### src/rtl/mem_responder.sv
// -----------------------------------------------------------------------------
// mem_responder
//   Single-port memory slave with a fixed number of wait states per access.
//   An initiator raises readMem or writeMem. The request is accepted in IDLE,
//   and the responder then walks WAIT -> ACCESS -> DONE. The memory is written,
//   or rdata is loaded, on the ACCESS->DONE edge. rdyMem pulses for one cycle
//   right after DONE.
//
//   Optional feature: define MEM_RESPONDER_PARITY_EN to store one even-parity
//   bit per word and flag a parity mismatch on reads through parErr.
//
// Ports
//   clk       in   clock, rising edge
//   rst       in   asynchronous active-high reset
//   readMem   in   read request, level-sensitive
//   writeMem  in   write request, level-sensitive (wins over readMem)
//   addr      in   word address, sampled on acceptance
//   wdata     in   write data, sampled on acceptance
//   rdata     out  registered read data, holds until the next read completes
//   rdyMem    out  one-cycle completion strobe
//   busy      out  high while an accepted access is outstanding
//   parErr    out  (MEM_RESPONDER_PARITY_EN only) parity error, aligned to rdyMem
// -----------------------------------------------------------------------------
module mem_responder #(
  parameter int DATA_W   = 8,
  parameter int ADDR_W   = 4,
  parameter int WAIT_CYC = 2
) (
  input  logic              clk,
  input  logic              rst,
  input  logic              readMem,
  input  logic              writeMem,
  input  logic [ADDR_W-1:0] addr,
  input  logic [DATA_W-1:0] wdata,
  output logic [DATA_W-1:0] rdata,
  output logic              rdyMem,
  output logic              busy
`ifdef MEM_RESPONDER_PARITY_EN
  ,
  output logic              parErr
`endif
);

  localparam int         DEPTH   = 1 << ADDR_W;
  localparam logic [3:0] WAIT_LD = 4'(WAIT_CYC);

  typedef enum logic [1:0] {
    S_IDLE   = 2'd0,
    S_WAIT   = 2'd1,
    S_ACCESS = 2'd2,
    S_DONE   = 2'd3
  } state_t;

  state_t              r_state;
  state_t              w_next;
  logic [3:0]          r_cnt;
  logic [3:0]          w_cnt_dec;
  logic                w_accept;
  logic                w_wait_done;
  logic                w_complete;
  logic [ADDR_W-1:0]   r_addr;
  logic [DATA_W-1:0]   r_wdata;
  logic                r_is_wr;
  logic [DATA_W-1:0]   r_mem [DEPTH];
  logic [DATA_W-1:0]   r_rdata;
  logic                r_rdy;

  // Saturating decrement. Leaving WAIT when the decremented value hits zero
  // makes WAIT last max(WAIT_CYC,1) cycles.
  assign w_cnt_dec = (r_cnt == 4'd0) ? 4'd0 : r_cnt - 4'd1;

  // State register
  always_ff @(posedge clk or posedge rst) begin
    if (rst) r_state <= S_IDLE;
    else     r_state <= w_next;
  end

  // Next-state logic
  always_comb begin
    w_next = r_state;
    case (r_state)
      S_IDLE:   if (readMem || writeMem) w_next = S_WAIT;
      S_WAIT:   if (w_cnt_dec == 4'd0)   w_next = S_ACCESS;
      S_ACCESS: w_next = S_DONE;
      S_DONE:   w_next = S_IDLE;
      default:  w_next = S_IDLE;
    endcase
  end

  // Output / control decode
  always_comb begin
    w_accept    = (r_state == S_IDLE) && (readMem || writeMem);
    w_wait_done = (r_state == S_WAIT) && (w_cnt_dec == 4'd0);
    w_complete  = (r_state == S_ACCESS);
    busy        = (r_state != S_IDLE);
  end

  // Wait counter
  always_ff @(posedge clk or posedge rst) begin
    if (rst)                          r_cnt <= 4'd0;
    else if (w_accept)                r_cnt <= WAIT_LD;
    else if (r_state == S_WAIT)       r_cnt <= w_cnt_dec;
  end

  // Request capture; addr/wdata changes while busy are not seen
  always_ff @(posedge clk) begin
    if (w_accept) begin
      r_addr  <= addr;
      r_wdata <= wdata;
      r_is_wr <= writeMem;
    end
  end

  // Memory array, cleared by reset
  always_ff @(posedge clk or posedge rst) begin
    if (rst) begin
      for (int i = 0; i < DEPTH; i++) r_mem[i] <= '0;
    end else if (w_complete && r_is_wr) begin
      r_mem[r_addr] <= r_wdata;
    end
  end

  // Read data and completion strobe. rdyMem follows DONE by one cycle, so a
  // reset at any point before then suppresses the pulse.
  always_ff @(posedge clk or posedge rst) begin
    if (rst) begin
      r_rdata <= '0;
      r_rdy   <= 1'b0;
    end else begin
      if (w_complete && !r_is_wr) r_rdata <= r_mem[r_addr];
      r_rdy <= (r_state == S_DONE);
    end
  end

  assign rdata  = r_rdata;
  assign rdyMem = r_rdy;

`ifdef MEM_RESPONDER_PARITY_EN
  logic r_par [DEPTH];
  logic r_par_err;

  // Parity bit per word, written alongside the data
  always_ff @(posedge clk or posedge rst) begin
    if (rst) begin
      for (int i = 0; i < DEPTH; i++) r_par[i] <= 1'b0;
    end else if (w_complete && r_is_wr) begin
      r_par[r_addr] <= ^r_wdata;
    end
  end

  // Checked in DONE so the flag lines up with rdyMem
  always_ff @(posedge clk or posedge rst) begin
    if (rst) r_par_err <= 1'b0;
    else     r_par_err <= (r_state == S_DONE) && !r_is_wr &&
                          ((^r_mem[r_addr]) != r_par[r_addr]);
  end

  assign parErr = r_par_err;
`endif

endmodule

### config.mk
export PLATFORM = sky130hd
export DESIGN_NAME = mem_responder
export DESIGN_NICKNAME = d
export VERILOG_FILES = /design/src/rtl/mem_responder.sv
export SDC_FILE = /design/constraint.sdc
export NUM_CORES = 1
export LEC_CHECK = 0
export CAP_MARGIN = 20
export CORE_ASPECT_RATIO = 0.6
export CORE_MARGIN = 2
export CORE_UTILIZATION = 42
export DETAILED_ROUTE_END_ITERATION = 12
export GPL_TIMING_DRIVEN = 0
export PLACE_DENSITY_LB_ADDON = 0.2
export RECOVER_POWER = 25
export REMOVE_ABC_BUFFERS = 1
export SYNTH_ARGS = -nofsm -noshare
export SYNTH_HDL_FRONTEND = slang
export SYNTH_SLANG_ARGS = --single-unit
### constraint.sdc
create_clock -name clk -period 6.6 [get_ports clk]
set_clock_uncertainty 0.15 [all_clocks]
set_input_delay 0.99 -clock clk [delete_from_list [all_inputs] [get_ports clk]]
set_output_delay 0.99 -clock clk [all_outputs]
set_load 0.02 [all_outputs]
==> impl_metrics.toml <==
[run_status]
status = "finished, violations left"
violations = "capacitance limit, slew limit"

[floorplan]
die-area_um2 = 17800
fp.dieW_um = 171
rows = 36
io_pins = 26
die_h_um = 104
core_area_um2 = 16300
start_util_pct = 43.1

[flow_run]
cap_violations = 1

[cts]
root_buffer = "clkbuf_16"
clk_path_buf_depth = 2
cts_setup_buffers = 0
cts_buffers = 17
cts_tree = "done"
cts_hold_buffers = 0
post_cts_resized = 0
path_clk_slew_ns = 0.07
insertion_delay_ns = 0.43
h-tree-depth = 4
cts.sinks = 156

[finish]
final_common_cell = "dfrtp_1"
seqCellArea_um2 = 3970
fill_cells = 1389
finish.instance_area_um2 = 8170
syn_to_final_growth_pct = 16.7
nets = 519
multi_input_area_um2 = 2870
final_cell_mix = "143 x dfrtp_1, 121 x mux2_2, 40 x mux2i_1"
drive_gt1_share_pct = 40.1
antenna-diode-count = 0
postLayoutCoreUtil_pct = 50.3

[worst_setup_path]
arrival_ns = 3.50
critPathBufInv = 2
critPathMaxFanout = 75
cp_top_family = "buffers and inverters"
criticalPathCategory = "primary input to asynchronous set/reset pin"
cp-start-kind = "primary input"
critPathMaxStageDelay_ns = 1.91
crit_chain = "dlygate4sd3_1 -> clkinvlp_2"
cp_slowest_cell = "clkinvlp_2"
required_ns = 6.41
setup.worst_path.end_class = "asynchronous set/reset pin"
reg2reg_slack_ns = 3.93

[power]
switching_power_mw = 1.12
swShare_pct = 30.3
ir_drop_v = 0.000219
intPower_mw = 2.58
seqPwrFrac_pct = 44.7
finalPower_mw = 3.70
pwr-share-comb_pct = 27.1
powerDensity_nw_per_um2 = 453
p_clk_share_pct = 28.2
power_leakage_nw = 3.68

[synthesis]
netlist.area_leader.share_pct = 51.1
ys_ff_latch = 156
syn_avg_cell_area_um2 = 14.8
synth_ff_type = "dfrtp_1"
yosysTopAreaCell = "dfrtp_1"
yosysWarningCount = 0
ys_seq_area_share_pct = 56.7
yosys.cell_types.count = 34
synth-edff-count = 13
synth_async_sr_flop_share_pct = 91.7
synthCells = 474
netlist_area_um2 = 7000
synth.area.top_cells = "dfrtp_1 51%, mux2_2 19%, mux2i_1 5.7%"

[place]
pre_cts_ws_ns = 3.93
placed_area_um2 = 7540
globalplace.congestion = 0.727
place.port_buffers = 25
hpwl_mm = 10.3

[global_routing]
grt_pass1_vias = 4128
grt-ovfl-total = 0
grt_max_degree = 76
grt_pass1_wl_mm = 24.3
antenna_found_initial = 0
track_usage_pct = 18.7

[sta]
timing.final.max_slew_violations = 75
clock.fmax_mhz = 271
rsz0062_at_grt = "false"
finalCritPeriodShare_pct = 56.0
max_slew.worst_pin.slew_ns = 3.39
tns_ns = 0
final.setup.worst_slack_ns = 2.91
setup_viol = 0
relSlewSlack_pct = -128
finalHoldViolCount = 0
min_period_ns = 3.69

[detailed_routing]
routed_via_density = 5.33
drtIter0Drc = 198
via_count = 3941
first_pass_iters = 4
drc = 0
ant_nets = 0
wl_mm = 15.5
wl_per_cell_um = 20.9

[min_path]
worstHoldPathType = "flop to flop"
## path summary, 6_finish.rpt
| path | startpoint | end | cells after the start |
|---|---|---|---|
| worst max-delay path | rst | r_mem[47]$_DFFE_PP0P_ | 2 |
| worst min-delay path | r_mem[59]$_DFFE_PP0P_ | r_mem[59]$_DFFE_PP0P_ | 1 |
| min in group asynchronous | rst | r_mem[86]$_DFFE_PP0P_ | 2 |
| worst max register to register | r_addr[1]$_DFFE_PP_ | r_mem[79]$_DFFE_PP0P_ | 5 |
| worst min register to register | r_mem[59]$_DFFE_PP0P_ | r_mem[59]$_DFFE_PP0P_ | 1 |
| max in group clk | r_state[0]$_DFFE_PP0P_ | busy | 4 |
## per-stage QoR
step,hold WS [ns],std cells
after detailed placement,0.339,706
final,0.353,739
after floorplan,0.324,446
after global placement,0.332,699
after CTS,0.354,738
after global routing,0.366,739
## registers in the layout, summed over array words and instances (netlist names)
register and count:
r_state 2, rdata 8, rdyMem 1, r_wdata 8, r_cnt 4, r_mem 128, r_addr 4, r_is_wr 1
## power by group through the flow
stage	registers [mW]	clock network (mW)	logic, mW
2_1_floorplan	1.62	0	0.683
3_3_place_gp	1.68	0	0.911
3_5_place_dp	1.67	0	1.01
4_1_cts	1.65	1.06	1.01
5_1_grt	1.71	1.10	1.09
6_report	1.66	1.04	1.00
## Yosys cell counts, types with 4 or more instances
cell type  count
dfrtp_1      143
mux2_2       121
mux2i_1       40
nor2_1        21
mux4_2        16
o22ai_1       16
edfxtp_1      13
clkbuf_1      12
buf_2          9
nor2_2         9
a31oi_1        8
mux2_4         8
or2_2          8
nand2b_1       7
ha_1           5
nand2_1        5
buf_6          4
inv_1          4
o21ai_0        4
## cell type report
cell class                 count  area share (%)
tap                          228            3.49
multi-input combinational    286            35.1
clock inverter                13            2.14
sequential                   156            48.6
inverter                       4           0.199
timing repair buffer          33            5.01
clock buffer                  19            5.56
## per-layer routing
metal / vias to the layer above / track usage [%] / part of all wire (%)
li1: 1791 / - / -
met1: 2067 / 29.2 / 53
met2: 73 / 25.9 / 42
met3: 10 / 4.60 / 4.2
met4: 0 / 4.58 / 0.70
met5: - / 0 / 0
## kinds of logic after synthesis
family | Yosys count | synth area share, %
multiplexers | 185 | 32.0
adder cells (fa/ha/maj) | 5 | 0.893
AND/OR/NAND/NOR | 63 | 5.09
buffers and inverters | 32 | 2.41
flip-flops | 156 | 56.7
AO/OA/AOI/OAI | 33 | 2.89
No activity file was read; power rests on OpenSTA's default activity.
